## src/rtl/wam_pkg.sv

```systemverilog
// rtl/wam_pkg.sv - shared encodings, level timing table and helpers for the whack-a-mole sequencer
`timescale 1ns/1ps
package wam_pkg;

  localparam int PH_W   = 28;
  localparam int GAME_W = 32;  // 60 s at 50 MHz does not fit the 28-bit phase timer
  localparam int CNT_W  = 6;

  typedef logic [2:0] state_t;

  localparam state_t S_IDLE  = 3'd0;
  localparam state_t S_WAIT  = 3'd1;
  localparam state_t S_ON    = 3'd2;
  localparam state_t S_SCORE = 3'd3;
  localparam state_t S_DONE  = 3'd4;

  localparam logic [3:0] MODE_NORMAL = 4'b0001;
  localparam logic [3:0] MODE_TIMED  = 4'b0010;
  localparam logic [3:0] MODE_DEATH  = 4'b0100;
  localparam logic [3:0] MODE_CONT   = 4'b1000;

  localparam logic [3:0] DIFF_L1 = 4'b0001;
  localparam logic [3:0] DIFF_L2 = 4'b0010;
  localparam logic [3:0] DIFF_L3 = 4'b0100;
  localparam logic [3:0] DIFF_L4 = 4'b1000;

  function automatic logic [2:0] decode_level(input logic [3:0] d);
    case (d)
      DIFF_L1: return 3'd1;
      DIFF_L2: return 3'd2;
      DIFF_L3: return 3'd3;
      DIFF_L4: return 3'd4;
      default: return 3'd2;
    endcase
  endfunction

  function automatic logic [3:0] decode_mode(input logic [3:0] m);
    case (m)
      MODE_NORMAL, MODE_TIMED, MODE_DEATH, MODE_CONT: return m;
      default: return MODE_NORMAL;
    endcase
  endfunction

  function automatic int between_units(input logic [2:0] lv);
    case (lv)
      3'd1:    return 8;
      3'd2:    return 4;
      3'd3:    return 2;
      default: return 1;
    endcase
  endfunction

  function automatic int on_units(input logic [2:0] lv);
    case (lv)
      3'd1:    return 8;
      3'd2:    return 4;
      3'd3:    return 4;
      default: return 2;
    endcase
  endfunction

  function automatic logic [CNT_W-1:0] sat_inc(input logic [CNT_W-1:0] v);
    return (&v) ? v : v + 1'b1;
  endfunction

endpackage

```

## src/rtl/wam_game_sequencer_if.sv

```systemverilog
// rtl/wam_game_sequencer_if.sv - keypad strobe in, light select out
`timescale 1ns/1ps
interface wam_game_sequencer_if;
  logic       key_valid;
  logic [3:0] key_code;
  logic       light_en;
  logic [3:0] light_idx;

  modport master (input key_valid, key_code, output light_en, light_idx);
  modport slave  (output key_valid, key_code, input light_en, light_idx);
endinterface

```

## src/rtl/wam_countdown.sv

```systemverilog
// rtl/wam_countdown.sv - loadable down-counter that stops at zero and flags it
`timescale 1ns/1ps
module wam_countdown #(
  parameter int W = 28
) (
  input  logic         clk,
  input  logic         resetn,
  input  logic         load,
  input  logic         en,
  input  logic [W-1:0] load_val,
  output logic         zero
);

  logic [W-1:0] count;

  always_ff @(posedge clk or negedge resetn) begin
    if (!resetn) begin
      count <= '0;
    end else if (load) begin
      count <= load_val;
    end else if (en && count != '0) begin
      count <= count - 1'b1;
    end
  end

  assign zero = (count == '0);

endmodule

```

## src/rtl/wam_game_sequencer.sv

```systemverilog
// rtl/wam_game_sequencer.sv - game controller: between-delay, light-on, hit check, scoring
`timescale 1ns/1ps
module wam_game_sequencer
  import wam_pkg::*;
#(
  parameter int T_UNIT      = 12_500_000,
  parameter int TIMED_UNITS = 240,
  parameter int LEVEL_STEP  = 5,
  parameter int NORMAL_PTS  = 25,
  parameter int EXT_PTS     = 50
) (
  input  logic                 CLOCK_50,
  input  logic                 resetn,
  input  logic                 start,
  input  logic [3:0]           difficulty,
  input  logic [3:0]           gamemode,
  input  logic                 ext_points,
  input  logic [15:0]          rand_num,
  wam_game_sequencer_if.master kp,
  output logic [5:0]           hit_count,
  output logic [5:0]           miss_count,
  output logic [5:0]           round_count,
  output logic [2:0]           level,
  output logic                 busy,
  output logic                 game_over,
  output logic                 win
);

  localparam logic [GAME_W-1:0] GAME_LOAD =
    GAME_W'(longint'(TIMED_UNITS) * longint'(T_UNIT) - 64'sd1);

  function automatic logic [PH_W-1:0] units_to_cycles(input int units);
    return PH_W'(units * T_UNIT - 1);
  endfunction

  state_t           state, state_n;
  logic [3:0]       mode;
  logic [CNT_W-1:0] target, hit_step;
  logic [CNT_W-1:0] hits_n, misses_n, rounds_n, step_n;
  logic [2:0]       level_n, start_level;
  logic             hit_flag, end_game, win_n;
  logic [3:0]       light_idx_r, rand_idx;
  logic             ph_load, ph_en, ph_zero, gm_load, gm_en, gm_zero, expire;
  logic [PH_W-1:0]  ph_val;
  logic             unused_rand;

  assign unused_rand = ^rand_num[15:4];
  assign rand_idx    = (rand_num[3:0] < 4'd9) ? rand_num[3:0] : rand_num[3:0] - 4'd9;
  assign start_level = (decode_mode(gamemode) == MODE_CONT) ? 3'd1 : decode_level(difficulty);

  assign busy          = (state == S_WAIT) || (state == S_ON) || (state == S_SCORE);
  assign game_over     = (state == S_DONE);
  assign kp.light_en   = (state == S_ON);
  assign kp.light_idx  = light_idx_r;
  assign ph_en         = (state == S_WAIT) || (state == S_ON);
  assign gm_en         = busy && (mode == MODE_TIMED);
  assign expire        = gm_en && gm_zero;

  wam_countdown #(.W(PH_W)) u_phase (
    .clk      (CLOCK_50),
    .resetn   (resetn),
    .load     (ph_load),
    .en       (ph_en),
    .load_val (ph_val),
    .zero     (ph_zero)
  );

  wam_countdown #(.W(GAME_W)) u_game (
    .clk      (CLOCK_50),
    .resetn   (resetn),
    .load     (gm_load),
    .en       (gm_en),
    .load_val (GAME_LOAD),
    .zero     (gm_zero)
  );

  // Score and end-of-game evaluation use the post-increment values of this round.
  always_comb begin
    hits_n   = hit_flag ? sat_inc(hit_count) : hit_count;
    misses_n = hit_flag ? miss_count : sat_inc(miss_count);
    rounds_n = sat_inc(round_count);
    level_n  = level;
    step_n   = hit_step;
    if (mode == MODE_CONT && hit_flag) begin
      if (hit_step == CNT_W'(LEVEL_STEP - 1)) begin
        step_n = '0;
        if (level != 3'd4) level_n = level + 3'd1;
      end else begin
        step_n = hit_step + 1'b1;
      end
    end
    end_game = 1'b0;
    win_n    = 1'b0;
    case (mode)
      MODE_DEATH: begin
        end_game = !hit_flag || (rounds_n == target);
        win_n    = hit_flag;
      end
      MODE_TIMED: end_game = 1'b0;
      default: begin
        end_game = (rounds_n == target);
        win_n    = (hits_n >= misses_n);
      end
    endcase
  end

  always_comb begin
    state_n = state;
    ph_load = 1'b0;
    ph_val  = '0;
    gm_load = 1'b0;
    case (state)
      S_IDLE, S_DONE: if (start) begin
        state_n = S_WAIT;
        ph_load = 1'b1;
        ph_val  = units_to_cycles(between_units(start_level));
        gm_load = 1'b1;
      end
      S_WAIT: if (ph_zero) begin
        state_n = S_ON;
        ph_load = 1'b1;
        ph_val  = units_to_cycles(on_units(level));
      end
      S_ON: if (kp.key_valid || ph_zero) state_n = S_SCORE;
      S_SCORE: begin
        if (end_game) begin
          state_n = S_DONE;
        end else begin
          state_n = S_WAIT;
          ph_load = 1'b1;
          ph_val  = units_to_cycles(between_units(level_n));
        end
      end
      default: state_n = S_IDLE;
    endcase
    // Timed-game expiry abandons whatever round is in flight.
    if (expire) begin
      state_n = S_DONE;
      ph_load = 1'b0;
    end
  end

  always_ff @(posedge CLOCK_50 or negedge resetn) begin
    if (!resetn) begin
      state       <= S_IDLE;
      mode        <= MODE_NORMAL;
      target      <= '0;
      level       <= 3'd1;
      hit_step    <= '0;
      hit_count   <= '0;
      miss_count  <= '0;
      round_count <= '0;
      hit_flag    <= 1'b0;
      light_idx_r <= '0;
      win         <= 1'b0;
    end else begin
      state <= state_n;
      if (expire) begin
        win <= (hit_count >= CNT_W'(NORMAL_PTS));
      end else begin
        case (state)
          S_IDLE, S_DONE: if (start) begin
            mode        <= decode_mode(gamemode);
            target      <= ext_points ? CNT_W'(EXT_PTS) : CNT_W'(NORMAL_PTS);
            level       <= start_level;
            hit_step    <= '0;
            hit_count   <= '0;
            miss_count  <= '0;
            round_count <= '0;
            win         <= 1'b0;
          end
          S_WAIT: if (ph_zero) light_idx_r <= rand_idx;
          S_ON: begin
            if (kp.key_valid)  hit_flag <= (kp.key_code == light_idx_r);
            else if (ph_zero)  hit_flag <= 1'b0;
          end
          S_SCORE: begin
            hit_count   <= hits_n;
            miss_count  <= misses_n;
            round_count <= rounds_n;
            level       <= level_n;
            hit_step    <= step_n;
            if (end_game) win <= win_n;
          end
          default: ;
        endcase
      end
    end
  end

endmodule

```

## src/flat_wrapper.sv

```systemverilog
// flat-port wrapper written by rule: the top's interface ports become plain ports
module wam_game_sequencer_flat import wam_pkg::*;
#(
  parameter int T_UNIT      = 12_500_000,
  parameter int TIMED_UNITS = 240,
  parameter int LEVEL_STEP  = 5,
  parameter int NORMAL_PTS  = 25,
  parameter int EXT_PTS     = 50
)
  (CLOCK_50, resetn, start, difficulty, gamemode, ext_points, rand_num, hit_count, miss_count, round_count, level, busy, game_over, win, kp_key_valid, kp_key_code, kp_light_en, kp_light_idx);
  wam_game_sequencer_if kp_i ();
  input  logic CLOCK_50;
  input  logic resetn;
  input  logic start;
  input  logic [3:0] difficulty;
  input  logic [3:0] gamemode;
  input  logic ext_points;
  input  logic [15:0] rand_num;
  output logic [5:0] hit_count;
  output logic [5:0] miss_count;
  output logic [5:0] round_count;
  output logic [2:0] level;
  output logic busy;
  output logic game_over;
  output logic win;
  input wire logic [$bits(kp_i.key_valid)-1:0] kp_key_valid;
  input wire logic [$bits(kp_i.key_code)-1:0] kp_key_code;
  output wire logic [$bits(kp_i.light_en)-1:0] kp_light_en;
  output wire logic [$bits(kp_i.light_idx)-1:0] kp_light_idx;
  assign kp_i.key_valid = kp_key_valid;
  assign kp_i.key_code = kp_key_code;
  assign kp_light_en = kp_i.light_en;
  assign kp_light_idx = kp_i.light_idx;
  wam_game_sequencer #(.T_UNIT(T_UNIT), .TIMED_UNITS(TIMED_UNITS), .LEVEL_STEP(LEVEL_STEP), .NORMAL_PTS(NORMAL_PTS), .EXT_PTS(EXT_PTS)) u_core (.CLOCK_50(CLOCK_50), .resetn(resetn), .start(start), .difficulty(difficulty), .gamemode(gamemode), .ext_points(ext_points), .rand_num(rand_num), .kp(kp_i), .hit_count(hit_count), .miss_count(miss_count), .round_count(round_count), .level(level), .busy(busy), .game_over(game_over), .win(win));
endmodule
```

## config.mk

```make
export PLATFORM = sky130hd
export DESIGN_NAME = wam_game_sequencer_flat
export DESIGN_NICKNAME = d
export VERILOG_FILES = /design/src/rtl/wam_pkg.sv /design/src/rtl/wam_game_sequencer_if.sv /design/src/rtl/wam_countdown.sv /design/src/rtl/wam_game_sequencer.sv /design/src/flat_wrapper.sv
export SDC_FILE = /design/constraint.sdc
export NUM_CORES = 1
export LEC_CHECK = 0
export ABC_AREA = 1
export CAP_MARGIN = 20
export CORE_UTILIZATION = 35
export CTS_BUF_LIST = sky130_fd_sc_hd__clkbuf_16
export DETAILED_ROUTE_END_ITERATION = 6
export PLACE_DENSITY = 0.63
export SYNTH_ARGS = -nofsm -noshare
export SYNTH_HDL_FRONTEND = slang
export SYNTH_HIERARCHICAL = 1
export SYNTH_SLANG_ARGS = --single-unit
export TNS_END_PERCENT = 50
```

## constraint.sdc

```tcl
create_clock -name CLOCK_50 -period 8.9 [get_ports CLOCK_50]
set_input_delay 2.67 -clock CLOCK_50 [delete_from_list [all_inputs] [get_ports CLOCK_50]]
set_output_delay 2.67 -clock CLOCK_50 [all_outputs]
set_load 0.03 [all_outputs]
```

== Word level (Yosys, flattened, before mapping) ==
Cells that the tools add are included.
W data, S select, Z words.
Word-level totals
  register bits: 106
  input bits: 33
  output and inout port bits: 29
  logic and storage cells: 157
Cells by class
  $add $sub $neg: 11
  multipliers: 3
  magnitude comparators: 3
  equal/unequal tests: 34
  muxes and demuxes: 59
  bitwise operators: 1
  reduce and logical (&&, ||, !) cells: 33
Operators with widths (count)
  $mux W32: 8
  $mux W28: 5
  $mul A32 B20 Y23 const B: 3
  $pmux W28 S3: 1
  $sub A28 B2 Y28 const B: 3
  $mux W6: 9
  $pmux W6 S2: 4
  $logic_not A32 Y1: 1
  $reduce_bool A32 Y1: 1
  $sub A32 B1 Y32 const B: 1
  $mux W3: 10
  $logic_not A28 Y1: 1
  $reduce_bool A28 Y1: 1
  $sub A28 B1 Y28 const B: 1
  $add A6 B1 Y6 const B: 4
  $eq A3 B2 Y1 const B: 8
  $pmux W4 S3: 2
  $reduce_and A3 Y1: 6
  $reduce_and A6 Y1: 3
  $eq A4 B4 Y1 const B: 4
  $eq A3 B1 Y1 const B: 4
  $eq A4 B3 Y1 const B: 3
  $pmux W3 S4: 1
  $mux W1: 10
  other kinds (31): 50

== Depth between registers and ports, before layout ==
  word-level depth: 14
  mapped depth: 43
  mapped depth without buffers: 43

== By module ==
The synthesis kept the hierarchy.
By module, submodules not included
  wam_game_sequencer: times used 1, cells each 915, area each 7054.3 sq um, seq. area each 1078.5 sq um
  wam_countdown at u_core.u_game: times used 1, cells each 433, area each 2653.8 sq um, seq. area each 800.8 sq um
  wam_countdown at u_core.u_phase: times used 1, cells each 357, area each 2183.3 sq um, seq. area each 700.7 sq um

== Worst setup path before layout ==
Ideal clock, no wire load.
  path kind: input-to-reg
  start point: in gamemode[2]
  end point: reg u_core.u_phase.count[27]
  setup time: 0.116 ns
  arrival: 8.355 ns
  required time: 8.784 ns
  path slack: 0.429 ns
  stages on the path: 36
  path through: inv_1 > nand3_1 > inv_1 > nor2_2 > inv_1 > nor2_1 > inv_1 > nor2_1 > inv_1 > ha_1 > nand2_1 > inv_1 > nor2_1 > inv_1 > ha_1 > ha_1 > ha_1 > fa_1 > ha_1 > ha_1 > ha_1 > nand2_1 > inv_1 > a221oi_1 > nand2_1 > a21oi_1 > xor2_1 > nor2_1 > a21oi_1 > nor2_1 > nor2_1 > nand2_1 > nand2_1 > nand2_1 > inv_1 > nand2_1
Between the ends
  word-level cells in the longest chain between the ends: 14
  elaborated cells between the ends (all ways): 19
  those cells by class: 1 x add/sub; 1 x mul; 8 x eq/ne; 8 x mux; 1 x reduce/logical
Ends and longest elaborated chain
  start, declared: RTL line flat_wrapper.sv:16  | input logic [3:0] gamemode;
  $eq A4 B1 Y1, or another cell as far along: RTL line wam_pkg.sv:38  | case (m)
  $reduce_or A4 Y1: RTL line wam_pkg.sv:38
  $mux W4 (*): RTL line wam_pkg.sv:38
  $eq A4 B4 Y1 (*): RTL line wam_game_sequencer.sv:49  | assign start_level = (decode_mode(gamemode) == MODE_CONT) ? 3'd1 : decode_level(difficulty);
  $mux W3 (*): RTL line wam_game_sequencer.sv:49
  $eq A3 B2 Y1 or $eq A3 B1 Y1 (tied branches): RTL line wam_pkg.sv:45  | case (lv)
  $pmux W4 S3 (*): RTL line wam_pkg.sv:45
  $mux W32 (*): RTL line wam_game_sequencer.sv:113  | S_IDLE, S_DONE: if (start) begin
  $mux W32 (*): RTL line wam_game_sequencer.sv:112  | case (state)
  $mul A32 B20 Y23 (*): RTL line wam_game_sequencer.sv:33  | return PH_W'(units * T_UNIT - 1);
  $sub A28 B2 Y28 (*): RTL line wam_game_sequencer.sv:33
  $mux W28 (*): RTL line wam_game_sequencer.sv:113
  $pmux W28 S3 (*): RTL line wam_game_sequencer.sv:112
  net u_core.ph_val[27]: RTL line wam_game_sequencer.sv:44  | logic [PH_W-1:0] ph_val;
  $mux W28 (*): RTL line wam_countdown.sv:19  | end else if (load) begin
  end signal, assigned: RTL line wam_countdown.sv:20  | count <= load_val;
  end signal, assigned: RTL line wam_countdown.sv:22  | count <= count - 1'b1;
  end, declared: RTL line wam_countdown.sv:14  | logic [W-1:0] count;
The timed path passes the listed nets; every way through them passes the cells marked *. The select of a mux whose other input is x is not followed.
A chain may end at the register's enable or synchronous reset.

== Final worst setup path ==
  start point: in gamemode[0]
  end point: reg u_core.u_phase.count[27]
The elaborated chain is that of the path after synthesis.

==> impl_metrics.toml <==
[outcome]
status = "complete, no violations"

[synth]
synth_seq_cells = 103
synth_area_leaders = "dfrtp_1, ha_1, nand2_1"
ys_seq_area_share_pct = 21.7
syn_avg_cell_area_um2 = 6.97
synth_top_area_share_pct = 21.3
synth-main-ff-cell = "dfrtp_1"
syn_inst = 1705
synth_edf_count = 0
synth_commonest_cells = "nand2_1, inv_1, nor2_1, ha_1, nand3_1"
yosysMostFrequentCell = "nand2_1"
syn-cell-area_mm2 = 0.0119
ys_warn_count = 6
synthArstFlopShare_pct = 100
yosysTopAreaCell = "dfrtp_1"
synth_cell_types = 59

[grt]
grt.total_usage_pct = 18.2
grt-ovfl-total = 0
grt_pass1_wl_mm = 52.4
antenna_found_initial = 0
grt_max_degree = 78
grt_pass1_vias = 10700

[place]
port_buffers = 49
hpwlAfterDp_mm = 24.2
dp_cells = 2232
gp_congestion = 0.891
post_dp_cell_area_mm2 = 0.0131

[detailed_routing]
wl_mm = 30.7
dr.pass1.iters = 7
final_antenna_net_count = 0
vias_per_cell = 4.88
routedWlPerCell_um = 13.6
vias = 11000
drt_drc_violations_left = 0
drt_iter0_markers = 612

[timing]
finalHoldViolCount = 0
rsz0062_at_grt = "no"
maxSlewViolCount = 0
fin_crit_ns = 8.35
max_freq_mhz = 120
tns_ns = 0
worst_slew_margin_rel_pct = 39.6
setup_viol_count_final = 0
fin_worst_skew_ns = 0.0156
finalCritPeriodShare_pct = 93.8
holdWs_ns = 0.480
tightest_slew_ns = 0.902

[cts]
clock_path_buffers = 2
cts_made_buffers = 9
cts_resized = 0
cts_setup_buffers = 0
tritoncts = "done"
clkTransAtPathRegs_ns = 0.08
clkLatencyLatePin_ns = 0.37
hold_buffers = 0
root_buffer = "clkbuf_16"
cts_num_sinks = 103
htree_levels = 3

[floorplan]
core.rowCount = 67
core_area_mm2 = 0.0334
dieHeight_um = 186
initial_core_util_pct = 35.6
die_area_mm2 = 0.0347
ioPinCount = 62
die_w_um = 186

[cells_and_area]
finish.utilization_pct = 40.1
regArea_mm2 = 0.00258
drive_gt1_share_pct = 8.77
fin_cells = 2249
final_nets = 2016
multiInputGateArea_mm2 = 0.00836
area_delta_synth_final_pct = 12.9
finalInstanceArea_mm2 = 0.0134
antenna_cells = 0
fillers = 3515

[worst_hold_path]
min_to = "u_core/target[4]$_DFFE_PN0P_"
min_from = "u_core/target[4]$_DFFE_PN0P_"
hold_depth = 2
hp-class = "reg2reg"

[setup_path]
cp_data_required_time_ns = 9.20
crit_slowest_cell = "fa_1"
cpMostUsedCell = "nand2_1"
regToRegEndpoint = "u_core/u_phase/count[27]$_DFFE_PN0P_"
cp-startpoint = "gamemode[0]"
reg2reg_from = "u_core/level[0]$_DFFE_PN1P_"
max_stage_delay_ns = 0.49
cp_top_family = "adder cells"
worstPathBufferInverterCount = 9
cp_max_fo = 5
cp.arrival_ns = 8.65
r2r_slack_ns = 1.45
worst_setup_path_start_kind = "input port"
path_class = "in2reg"
rr_worst_depth = 38
end_kind = "flip-flop"

[power_and_ir_drop]
leakagePower_nw = 7.09
powerDensity_mw_per_mm2 = 317
peakVddDrop_uv = 317

[run]
drv_cap = 0
[cell type report]
cell class | count | area share [%]
multi-input cells | 1357 | 62.2
flip-flops and latches | 103 | 19.2
well taps | 448 | 4.17
clock buffers | 9 | 1.68
repair buffers | 73 | 5.12
clock inverters | 7 | 0.522
inverters | 252 | 7.04
[metrics by stage]
step	setup WS [ns]	power (mW)
detailed placement	0.108	3.81
finish	0.553	4.25
CTS	0.475	4.27
floorplan	0.429	3.07
global route	0.00566	4.77
global placement	0.126	3.76
[routing by layer]
layer	vias to the layer above	track usage, %	part of all wire [%]
li1	5665	-	-
met4	0	4.13	1.6
met5	-	0	0
met1	5073	23.8	46
met3	33	2.33	3.9
met2	201	31.9	48
[cells in the final DEF (no fill, tap or decap), types with 11 or more instances in the layout]
cell type,instances
nand2_1,455
inv_1,241
nor2_1,174
ha_1,163
nand3_1,138
dfrtp_1,101
o21ai_0,66
clkdlybuf4s50_1,48
a21oi_1,37
conb_1,34
xor2_1,31
buf_4,24
nand2_2,24
fa_1,24
nor2_2,19
nand4_1,19
o22ai_1,14
nor2_4,13
o21ai_1,12
o221ai_1,12
o21ai_2,11
[how the worst max path moves through the flow]
stage                                                 endpoint  slack (ns)  cells after the start
after detailed placement  u_core/u_phase/count[27]$_DFFE_PN0P_        0.11                     36
after floorplan           u_core/u_phase/count[27]$_DFFE_PN0P_        0.43                     36
after CTS                 u_core/u_phase/count[27]$_DFFE_PN0P_        0.47                     36
after global routing      u_core/u_phase/count[27]$_DFFE_PN0P_       0.006                     37
final                     u_core/u_phase/count[27]$_DFFE_PN0P_        0.55                     38
after global placement    u_core/u_phase/count[27]$_DFFE_PN0P_        0.13                     36
[flip-flops by register name, summed over array words and instances (netlist names)]
signal / flops
u_core/hit_count: 6
u_core/hit_flag: 1
u_core/hit_step: 6
u_core/kp.light_idx: 4
u_core/level: 3
u_core/miss_count: 6
u_core/mode: 4
u_core/round_count: 6
u_core/state: 3
u_core/target: 3
u_core/u_game/count: 32
u_core/u_phase/count: 28
u_core/win: 1
[where the power goes]
group	switching, mW	internal [mW]	total [mW]
logic	1.96	1.05	3.02
registers	0.194	0.629	0.823
clock network	0.197	0.219	0.417
total	2.35	1.90	4.25
[worst min-delay path: stages, from the launching register on]
cell	delay, ns
dfrtp_1	0.33
inv_1	0.06
nand2_1	0.06
[kinds of logic (layout without fill, tap and decap cells)]
logic type	Yosys count	count (layout)	share of synthesized area [%]
xor gates and xnor gates	38	38	2.86
buffers and inverters	277	341	9.14
DFF	103	103	21.7
and+or+nand+nor	907	907	35.1
other	2	34	0.0632
AOI/OAI and AO/OA	191	191	9.90
adders and majority gates	187	187	21.2
(Power assumes the default switching activity.)
